File: src/rtl/multicycle_controller_pkg.sv
// multicycle_controller_pkg: shared state, opcode, aluOp and ALUcontrol encodings for the multicycle RV32I controller and ALU
package multicycle_controller_pkg;
  typedef enum logic [3:0] {
    S_FETCH    = 4'd0,
    S_DECODE   = 4'd1,
    S_MEMADR   = 4'd2,
    S_MEMREAD  = 4'd3,
    S_MEMWB    = 4'd4,
    S_MEMWRITE = 4'd5,
    S_EXECUTER = 4'd6,
    S_EXECUTEI = 4'd7,
    S_ALUWB    = 4'd8,
    S_BEQ      = 4'd9,
    S_JAL      = 4'd10,
    S_TRAP     = 4'd11
  } state_e;
  localparam logic [6:0] OP_LW  = 7'b0000011;
  localparam logic [6:0] OP_SW  = 7'b0100011;
  localparam logic [6:0] OP_R   = 7'b0110011;
  localparam logic [6:0] OP_I   = 7'b0010011;
  localparam logic [6:0] OP_BEQ = 7'b1100011;
  localparam logic [6:0] OP_JAL = 7'b1101111;
  localparam logic [1:0] ALUOP_ADD = 2'b00;
  localparam logic [1:0] ALUOP_SUB = 2'b01;
  localparam logic [1:0] ALUOP_FN  = 2'b10;
  localparam logic [2:0] ALU_ADD = 3'b000;
  localparam logic [2:0] ALU_SUB = 3'b001;
  localparam logic [2:0] ALU_AND = 3'b010;
  localparam logic [2:0] ALU_OR  = 3'b011;
  localparam logic [2:0] ALU_SLT = 3'b101;
endpackage

File: src/rtl/multicycle_controller_if.sv
// multicycle_controller_if: controller<->datapath bundle; inputs op/funct3/funct7b5/zero, outputs selects, enables, halt, state, instrCount
interface multicycle_controller_if #(parameter int CNT_WIDTH = 32);
  logic [6:0]           op;
  logic [2:0]           funct3;
  logic                 funct7b5;
  logic                 zero;
  logic                 pcWrite;
  logic                 adrSrc;
  logic                 irWrite;
  logic                 memWrite;
  logic                 regWrite;
  logic [1:0]           resSrc;
  logic [1:0]           aluSrcA;
  logic [1:0]           aluSrcB;
  logic [1:0]           inmSrc;
  logic [2:0]           ALUcontrol;
  logic                 halt;
  logic [3:0]           state;
  logic [CNT_WIDTH-1:0] instrCount;
  modport master (
    input  op, funct3, funct7b5, zero,
    output pcWrite, adrSrc, irWrite, memWrite, regWrite, resSrc, aluSrcA, aluSrcB,
           inmSrc, ALUcontrol, halt, state, instrCount
  );
  modport slave (
    output op, funct3, funct7b5, zero,
    input  pcWrite, adrSrc, irWrite, memWrite, regWrite, resSrc, aluSrcA, aluSrcB,
           inmSrc, ALUcontrol, halt, state, instrCount
  );
endinterface

File: src/rtl/multicycle_controller_alu_decoder.sv
// alu_decoder: maps aluOp/funct3/funct7b5/op5 to the 3-bit ALUcontrol code
module alu_decoder
  import multicycle_controller_pkg::*;
(
  input  logic [1:0] aluOp,
  input  logic [2:0] funct3,
  input  logic       funct7b5,
  input  logic       op5,
  output logic [2:0] ALUcontrol
);
  logic [2:0] fn_ctl;
  always_comb begin
    fn_ctl = funct3 == 3'b000 ? ((op5 & funct7b5) ? ALU_SUB : ALU_ADD) :
             funct3 == 3'b010 ? ALU_SLT :
             funct3 == 3'b110 ? ALU_OR  :
             funct3 == 3'b111 ? ALU_AND : ALU_ADD;
    ALUcontrol = aluOp == ALUOP_SUB ? ALU_SUB :
                 aluOp == ALUOP_FN  ? fn_ctl  : ALU_ADD;
  end
endmodule

File: src/rtl/multicycle_controller.sv
// multicycle_controller: Moore FSM sequencing the multicycle RV32I datapath; clk/reset plus bus (decoded fields in, selects/enables/halt/state/instrCount out)
module multicycle_controller
  import multicycle_controller_pkg::*;
#(
  parameter int CNT_WIDTH = 32
) (
  input logic clk,
  input logic reset,
  multicycle_controller_if.master bus
);
  state_e               state_q, state_d;
  logic [CNT_WIDTH-1:0] cnt_q, cnt_d;
  logic [1:0]           alu_op, res_src, src_a, src_b;
  logic                 pc_we, ir_we, mem_we, reg_we, adr_src, retire;
  always_comb begin
    state_d = S_FETCH;
    alu_op  = ALUOP_ADD;
    res_src = 2'b00;
    src_a   = 2'b00;
    src_b   = 2'b00;
    pc_we   = 1'b0;
    ir_we   = 1'b0;
    mem_we  = 1'b0;
    reg_we  = 1'b0;
    adr_src = 1'b0;
    case (state_q)
      S_FETCH: begin
        ir_we   = 1'b1;
        pc_we   = 1'b1;
        src_b   = 2'b10;
        res_src = 2'b10;
        state_d = S_DECODE;
      end
      S_DECODE: begin
        src_a   = 2'b01;
        src_b   = 2'b01;
        state_d = (bus.op == OP_LW || bus.op == OP_SW) ? S_MEMADR :
                  bus.op == OP_R   ? S_EXECUTER :
                  bus.op == OP_I   ? S_EXECUTEI :
                  bus.op == OP_BEQ ? S_BEQ :
                  bus.op == OP_JAL ? S_JAL : S_TRAP;
      end
      S_MEMADR: begin
        src_a   = 2'b10;
        src_b   = 2'b01;
        state_d = bus.op == OP_LW ? S_MEMREAD : S_MEMWRITE;
      end
      S_MEMREAD: begin
        adr_src = 1'b1;
        state_d = S_MEMWB;
      end
      S_MEMWB: begin
        res_src = 2'b01;
        reg_we  = 1'b1;
      end
      S_MEMWRITE: begin
        adr_src = 1'b1;
        mem_we  = 1'b1;
      end
      S_EXECUTER: begin
        src_a   = 2'b10;
        alu_op  = ALUOP_FN;
        state_d = S_ALUWB;
      end
      S_EXECUTEI: begin
        src_a   = 2'b10;
        src_b   = 2'b01;
        alu_op  = ALUOP_FN;
        state_d = S_ALUWB;
      end
      S_ALUWB: reg_we = 1'b1;
      S_BEQ: begin
        src_a  = 2'b10;
        alu_op = ALUOP_SUB;
        pc_we  = bus.zero;
      end
      S_JAL: begin
        src_a   = 2'b01;
        src_b   = 2'b10;
        pc_we   = 1'b1;
        state_d = S_ALUWB;
      end
      S_TRAP: state_d = S_TRAP;
      default: state_d = S_FETCH;
    endcase
  end
  assign retire = state_q == S_MEMWB || state_q == S_MEMWRITE || state_q == S_ALUWB || state_q == S_BEQ;
  assign cnt_d  = retire ? cnt_q + 1'b1 : cnt_q;
  always_ff @(posedge clk) begin
    state_q <= reset ? S_FETCH : state_d;
    cnt_q   <= reset ? '0 : cnt_d;
  end
  assign bus.pcWrite    = pc_we & ~reset;
  assign bus.irWrite    = ir_we & ~reset;
  assign bus.memWrite   = mem_we & ~reset;
  assign bus.regWrite   = reg_we & ~reset;
  assign bus.adrSrc     = adr_src;
  assign bus.resSrc     = res_src;
  assign bus.aluSrcA    = src_a;
  assign bus.aluSrcB    = src_b;
  assign bus.halt       = state_q == S_TRAP;
  assign bus.state      = state_q;
  assign bus.instrCount = cnt_q;
  assign bus.inmSrc     = bus.op == OP_SW  ? 2'b01 :
                          bus.op == OP_BEQ ? 2'b10 :
                          bus.op == OP_JAL ? 2'b11 : 2'b00;
  alu_decoder u_alu_decoder (
    .aluOp      (alu_op),
    .funct3     (bus.funct3),
    .funct7b5   (bus.funct7b5),
    .op5        (bus.op[5]),
    .ALUcontrol (bus.ALUcontrol)
  );
endmodule
File: src/flat_wrapper.sv
// flat-port wrapper written by rule: the top's interface ports become plain ports
module multicycle_controller_flat import multicycle_controller_pkg::*;
#(
  parameter int CNT_WIDTH = 32
)
  (clk, reset, bus_op, bus_funct3, bus_funct7b5, bus_zero, bus_pcWrite, bus_adrSrc, bus_irWrite, bus_memWrite, bus_regWrite, bus_resSrc, bus_aluSrcA, bus_aluSrcB, bus_inmSrc, bus_ALUcontrol, bus_halt, bus_state, bus_instrCount);
  multicycle_controller_if #(.CNT_WIDTH(CNT_WIDTH)) bus_i ();
  input logic clk;
  input logic reset;
  input wire logic [$bits(bus_i.op)-1:0] bus_op;
  input wire logic [$bits(bus_i.funct3)-1:0] bus_funct3;
  input wire logic [$bits(bus_i.funct7b5)-1:0] bus_funct7b5;
  input wire logic [$bits(bus_i.zero)-1:0] bus_zero;
  output wire logic [$bits(bus_i.pcWrite)-1:0] bus_pcWrite;
  output wire logic [$bits(bus_i.adrSrc)-1:0] bus_adrSrc;
  output wire logic [$bits(bus_i.irWrite)-1:0] bus_irWrite;
  output wire logic [$bits(bus_i.memWrite)-1:0] bus_memWrite;
  output wire logic [$bits(bus_i.regWrite)-1:0] bus_regWrite;
  output wire logic [$bits(bus_i.resSrc)-1:0] bus_resSrc;
  output wire logic [$bits(bus_i.aluSrcA)-1:0] bus_aluSrcA;
  output wire logic [$bits(bus_i.aluSrcB)-1:0] bus_aluSrcB;
  output wire logic [$bits(bus_i.inmSrc)-1:0] bus_inmSrc;
  output wire logic [$bits(bus_i.ALUcontrol)-1:0] bus_ALUcontrol;
  output wire logic [$bits(bus_i.halt)-1:0] bus_halt;
  output wire logic [$bits(bus_i.state)-1:0] bus_state;
  output wire logic [$bits(bus_i.instrCount)-1:0] bus_instrCount;
  assign bus_i.op = bus_op;
  assign bus_i.funct3 = bus_funct3;
  assign bus_i.funct7b5 = bus_funct7b5;
  assign bus_i.zero = bus_zero;
  assign bus_pcWrite = bus_i.pcWrite;
  assign bus_adrSrc = bus_i.adrSrc;
  assign bus_irWrite = bus_i.irWrite;
  assign bus_memWrite = bus_i.memWrite;
  assign bus_regWrite = bus_i.regWrite;
  assign bus_resSrc = bus_i.resSrc;
  assign bus_aluSrcA = bus_i.aluSrcA;
  assign bus_aluSrcB = bus_i.aluSrcB;
  assign bus_inmSrc = bus_i.inmSrc;
  assign bus_ALUcontrol = bus_i.ALUcontrol;
  assign bus_halt = bus_i.halt;
  assign bus_state = bus_i.state;
  assign bus_instrCount = bus_i.instrCount;
  multicycle_controller #(.CNT_WIDTH(CNT_WIDTH)) u_core (.clk(clk), .reset(reset), .bus(bus_i));
endmodule
File: config.mk
export PLATFORM = sky130hd
export DESIGN_NAME = multicycle_controller_flat
export DESIGN_NICKNAME = d
export VERILOG_FILES = /design/src/rtl/multicycle_controller_pkg.sv /design/src/rtl/multicycle_controller_if.sv /design/src/rtl/multicycle_controller_alu_decoder.sv /design/src/rtl/multicycle_controller.sv /design/src/flat_wrapper.sv
export SDC_FILE = /design/constraint.sdc
export NUM_CORES = 1
export LEC_CHECK = 0
export CELL_PAD_IN_SITES_DETAIL_PLACEMENT = 1
export CELL_PAD_IN_SITES_GLOBAL_PLACEMENT = 2
export CORE_ASPECT_RATIO = 0.5
export CORE_UTILIZATION = 26
export DETAILED_ROUTE_END_ITERATION = 6
export GPL_ROUTABILITY_DRIVEN = 0
export GPL_TIMING_DRIVEN = 0
export PLACE_DENSITY = 0.9
export SLEW_MARGIN = 25
export SYNTH_ARGS = -nofsm -noshare
export SYNTH_HDL_FRONTEND = slang
export SYNTH_SLANG_ARGS = --single-unit
export TNS_END_PERCENT = 100
File: constraint.sdc
create_clock -name clk -period 2.5 [get_ports clk]
set_clock_uncertainty 0.2 [all_clocks]
set_input_delay 0.375 -clock clk [delete_from_list [all_inputs] [get_ports clk]]
set_output_delay 0.375 -clock clk [all_outputs]
set_load 0.05 [all_outputs]
==> reports/qor.csv <==
metric,value,unit
Worst setup EP type,output port,
Max Slew Vio Count,0,
Reg-to-Reg Start,u_core.bus.instrCount[0],
CTS root buffer,clkbuf_16,
critical path class,flip-flop to output port,
clock network fraction of design power,37.6,%
crit-path max FO,10,
Int Pwr,1240,uW
Cells after DPL,446,
"Hold Vio Cnt, Final",0,
Multi-input gate area,0.00144,sq mm
global route overflow,0,
H-tree levels,2,
largest net degree at the start of global routing,12,
Inserted Clock Buffers,5,
DRT Pass-1 Iters,4,
first-pass GRT wire length,11000,microns
post-CTS setup repair buffer count,0,
cts hold-fix bufs,0,
# rows,22,
total chip power,1880,uW
syn_nets,287,
Post-synth EDFFs,0,
relative slew slack,65.2,%
chip height,65.9,microns
Max-Cap Viols,0,
fraction of layout cells with a size suffix above 1,18.2,%
DRC viols,0,
Yosys reg bits,36,
I/O pin total,67,
status,"complete, no violations",
Starting DRT DRC Count,75,
routed vias/inst,5.06,
"Reg clk slew, reported paths",0.06,ns
# clock sinks,36,
synthesized cell area,0.00212,sq mm
Comb pwr share,29.7,%
area delta synth->final,51.1,%
Setup Viol. Count Final,0,
PortBufs,66,
total number of vias,2296,
Detail Placement HPWL,5070,microns
most frequent cell after synthesis,dfxtp_1,
remaining antenna violation count,0,
unrepaired setup endpoints after global routing,true,
Slew @ Worst Pin,0.520,ns
Seq pwr share,32.7,%
total track usage,16.2,%
leakage,0.00109,uW
prevailing post-synth register cell,dfxtp_1,
"top cells by count, synth","36 x dfxtp_1, 33 x nor2_1, 20 x a21oi_1",
fillers,902,
CORE AREA,0.00762,sq mm
Final min period,2.43,ns
Non-Filler Instances,454,
final hold slack,0.294,ns
Synthesis Warnings,0,
Initial Util,27.9,%
Worst R2R Path Depth,5,
Syn Inst Count,272,
Nets,360,
# diodes,0,
Reg area,722,sq um
Critical Path Start Type,flip-flop,
fraction of registers with async set/reset,0,%
worst hold path startpoint,u_core.bus.instrCount[17],
critical path arrival,1.86,ns
VDD IR max,0.000321,V
initial antenna violation count,0,
CTS tree,yes,
total wire length,6720,microns
later-pin clock latency in the skew report,0.28,ns
hold depth,2,
sequential cell area fraction in the yosys report,33.9,%
hold path endpoint,u_core.bus.instrCount[17],
number of library cell types mapped by synthesis,39,
period utilisation layout,97.3,%
Power Dens Cells,586,mW/mm^2
Required @ worst endpoint,1.92,ns
chip width,130,microns
"top cells by area, synth","dfxtp_1 34%, nor2_1 5.8%, mux2_2 5.3%",
syn avg cell area,7.81,sq um
reg-to-reg endpoint,u_core.bus.instrCount[28],
cell taking the most area after synthesis,dfxtp_1,
post-synth top area share,33.9,%
Sw Share,33.9,%
fmax,411,MHz
Clock Path Buffers,2,
vias in the first global route,2335,
Worst Hold Class,flip-flop to flip-flop,
R2R Setup Slk,0.18,ns
Routed wire per std cell,14.8,microns
total net switching power,637,uW
die area,0.00856,sq mm
[critical path: stages, from the launching register on]
cell and delay, ns:
dfxtp_1 0.40, clkbuf_2 0.25, buf_2 0.31, nor2_1 0.08, a21oi_1 0.15, nor2_1 0.06
clkdlybuf4s15_2 0.33
[kinds of logic (layout without fill, tap and decap cells)]
logic type,Yosys count,after routing,share of synthesized area (%)
compound gates,44,44,12.7
xor+xnor,14,14,6.13
fa+ha+maj,1,1,0.589
buf+inv,23,97,4.48
flops,36,36,33.9
mux,10,10,5.30
simple gates,144,144,36.9
[cells in the final DEF, fill, tap and decap left out, types with 3 or more instances in the layout]
master           count
xnor2_1              6
nand2b_1             4
inv_1                6
clkbuf_4             4
nor3_4               3
buf_2                5
xor2_1               7
buf_4                4
clkbuf_2             4
clkbuf_16            5
nor2_1              32
nor2b_1             11
clkbuf_1             9
or3_1                3
or4_1               11
mux2_2              10
a21oi_1             20
nor4_1               4
nor3_1              11
clkdlybuf4s15_2      4
and2_1               3
nand3_1             10
o31ai_1             11
dfxtp_1             35
and4_1               6
clkdlybuf4s50_1     48
o21ai_0              4
nand4_1             11
nand2_1             16
[area by class of cell]
type                       count  share of cell area [%]
timing repair buffer          66                    19.6
tap                          108                    4.21
sequential                    36                    22.5
clock buffer                   6                    4.01
inverter                       6                   0.701
buffer                        17                    3.04
clock inverter                 2                    1.09
multi-input combinational    213                    44.9
[how the worst max path moves through the flow]
stage | endpoint | cells after the start | start
after floorplan | bus_aluSrcB[0] | 5 | u_core.bus.state[2]
after global placement | bus_regWrite | 5 | reset
after detailed placement | bus_regWrite | 5 | reset
after CTS | bus_resSrc[0] | 5 | u_core.bus.state[2]
after global routing | bus_aluSrcB[0] | 6 | u_core.bus.state[1]
final | bus_aluSrcB[0] | 6 | u_core.bus.state[1]
[metal layers]
metal	share of wire [%]	global-route usage, %	vias to the layer above
met5	0	0	-
met4	0.40	3.20	0
met3	4.6	4.21	4
met2	48	28.7	50
met1	47	19.9	1105
li1	-	-	1137
[per-stage QoR]
stage	instance area (sq um)	setup TNS (ns)	utilization [%]	worst slack, ns
after CTS	3190	0	41.9	0.00285
after detailed placement	3030	-8.28	39.8	-0.950
final	3210	0	42.1	0.0676
after global placement	3030	-7.62	39.8	-0.891
after floorplan	2240	-1.00	-	-0.237
after global routing	3210	-0.0229	42.1	-0.0229
[registers in the layout, summed over array words and instances, names as in the netlist]
signal,cells
u_core.bus.state,4
u_core.bus.instrCount,32
[power groups by stage]
stage	logic [uW]	clock network (uW)	registers, uW
global route	593	755	618
detailed placement	565	0	625
global placement	558	0	625
floorplan	344	0	667
finish	559	706	615
CTS	559	721	614
[timing repair]
item | CTS | global route
endpoints found under the hold margin | 0 | 0
gates resized for setup | 76 | 18
pin swaps | 0 | 0
setup endpoints to repair | 17 | 15
(Power assumes the default switching activity.)
==> edit: new RTL, config.mk and constraints unchanged <==
`CNT_WIDTH` is set to 32 in 3 places; all go to 48.
--- a/src/rtl/multicycle_controller_if.sv
+++ b/src/rtl/multicycle_controller_if.sv
@@ -1,5 +1,5 @@
 // multicycle_controller_if: controller<->datapath bundle; inputs op/funct3/funct7b5/zero, outputs selects, enables, halt, state, instrCount
-interface multicycle_controller_if #(parameter int CNT_WIDTH = 32);
+interface multicycle_controller_if #(parameter int CNT_WIDTH = 48);
   logic [6:0]           op;
   logic [2:0]           funct3;
   logic                 funct7b5;
--- a/src/rtl/multicycle_controller.sv
+++ b/src/rtl/multicycle_controller.sv
@@ -2,7 +2,7 @@
 module multicycle_controller
   import multicycle_controller_pkg::*;
 #(
-  parameter int CNT_WIDTH = 32
+  parameter int CNT_WIDTH = 48
 ) (
   input logic clk,
   input logic reset,
--- a/src/flat_wrapper.sv
+++ b/src/flat_wrapper.sv
@@ -1,7 +1,7 @@
 // flat-port wrapper written by rule: the top's interface ports become plain ports
 module multicycle_controller_flat import multicycle_controller_pkg::*;
 #(
-  parameter int CNT_WIDTH = 32
+  parameter int CNT_WIDTH = 48
 )
   (clk, reset, bus_op, bus_funct3, bus_funct7b5, bus_zero, bus_pcWrite, bus_adrSrc, bus_irWrite, bus_memWrite, bus_regWrite, bus_resSrc, bus_aluSrcA, bus_aluSrcB, bus_inmSrc, bus_ALUcontrol, bus_halt, bus_state, bus_instrCount);
   multicycle_controller_if #(.CNT_WIDTH(CNT_WIDTH)) bus_i ();
Interface: changed (resized bus_instrCount); port bits go from 67 to 83. The function was not compared with the original's and may differ.
==> edit against the original RTL <==
Sequential power rose by 40%; cell area increased by 22%; highest routed layer unchanged; area after synthesis grew 28%; setup slack better by 0.017 ns; hold slack worse by 0.0052 ns; sequential cell count rose by 16; power up 8.6%; largest cell class unchanged; synthesized cell count is 24% higher; clock power hardly changed; routed wire length increased by 25%; largest power group is now registers; sequential share of layout area up 4.1 points.
==> edit: results (changes against the original RTL) <==
| Metric | Value |
|---|---|
| Crit path capture | bus_adrSrc |
| Top cells by instance count after synthesis | 63 x nor2_1, 52 x dfxtp_1, 31 x xor2_1 |
| Post-synthesis cell type count | 40 (+2.6%) |
| VDD IR-drop max | 0.2278 mV (-29%) |
| Largest net degree at the start of global routing | 15 (+3) |
| Outcome | finished clean |
| Port Buffers | 81 (+23%) |
| R2r setup slk | 0.25 ns (+0.07 ns) |
| Placed cell count | 552 (+24%) |
| Dpl ws | -0.5914 ns (+0.3587 ns) |
| Area after DPL | 3745 um^2 (+23%) |
| Routed WL | 8421 um (+25%) |
| Hold path start | reset |
| R2R Path End | u_core.bus.instrCount[46]$_SDFFE_PP0P_ |
| Internal power | 1.387 mW (+12%) |
| Post-synthesis sequential area ratio | 0.3831 (+0.04383) |
| Gr usage total | 0.1600 (-0.002099) |
| Crit path arrival time | 1.84 ns (-0.02 ns) |
| First-pass GRT wire length | 13840 um (+26%) |
| Hold crit path type | in2reg |
| Final #Nets | 444 (+23%) |
| Largest delay share family, worst path | buffers and inverters |
| Starting DRT DRC Count | 82 (+9.3%) |
| Final std cells w/o fill | 565 (+24%) |
| Syn Nets | 351 (+22%) |
| Filler Cell Count | 1180 (+31%) |
| Hold slack final | 0.2883 ns (-0.005241 ns) |
| Mean post-synth cell area | 8.088 um^2 (+3.6%) |
| Largest register FFs | 48 (+50%) |
| Leak pwr | 1.413 nW (+30%) |
| FMAX | 414.0 MHz (+0.70%) |
| Crit-path slowest cell | dlygate4sd2_1 |
| Vias in the first global route | 2656 (+14%) |
| Critical Path Start | u_core.bus.state[0]$_SDFF_PP0_ |
| Worst path max stage delay | 0.55 ns (+0.15 ns) |
| Detailed placement HPWL | 6210 um (+22%) |
| Fraction of layout cells with a size suffix above 1 | 0.1209 (-0.06115) |
edit: changes by cell type in the layout (fill, tap and decap cells not counted), sizes merged, moves of 10 or more:
| cell | delta |
|---|---|
| nor2 | +30 |
| xor2 | +23 |
| nand3 | +17 |
| clkdlybuf4s50 | +16 |
| dfxtp | +16 |
| nand4 | +12 |
| o31ai | -11 |
| mux2 | -10 |
| nor2b | -10 |
| or4 | -10 |
| xnor2 | +10 |
edit: layout make-up:
cell class	count	area, um^2	area share
multi-input cells	267	1680	0.4287
inverters	4	15.01	0.003830
well taps	135	168.9	0.04309
repair buffers	86	803.3	0.2049
flip-flops and latches	52	1044	0.2662
plain buffers	13	62.56	0.01596
clock buffers	8	146.4	0.03734
edit: kinds of logic after synthesis:
| family | Yosys count | share of synthesized area |
|---|---|---|
| xor+xnor | 47 | 0.1542 |
| simple gates | 195 | 0.3831 |
| flops | 52 | 0.3831 |
| compound gates | 24 | 0.05111 |
| fa+ha+maj | 1 | 0.004603 |
| buf+inv | 17 | 0.02394 |
edit: power groups by stage:
stage | Sequential, mW | Clock, mW | Combinational [mW]
global placement | 0.883 | 0 | 0.493
detailed placement | 0.883 | 0 | 0.497
floorplan | 0.923 | 0 | 0.290
CTS | 0.864 | 0.721 | 0.483
global route | 0.867 | 0.757 | 0.508
finish | 0.864 | 0.704 | 0.474
edit: what timing repair did:
| action | CTS | global route |
|---|---|---|
| endpoints found under the setup margin | 31 | 22 |
| pin swaps | 1 | 2 |
| setup buffers | 1 | 4 |
| resized for setup | 52 | 18 |
| hold buffers | 0 | 0 |
edit: layer usage:
metal,wire length [um],track usage,share of wire,up-vias
met3,366,0.03988,0.043,11
met2,3743,0.2601,0.44,55
met5,0,0,0,-
met1,4230,0.2140,0.50,1317
li1,-,-,-,1374
met4,81,0.04167,0.0096,0
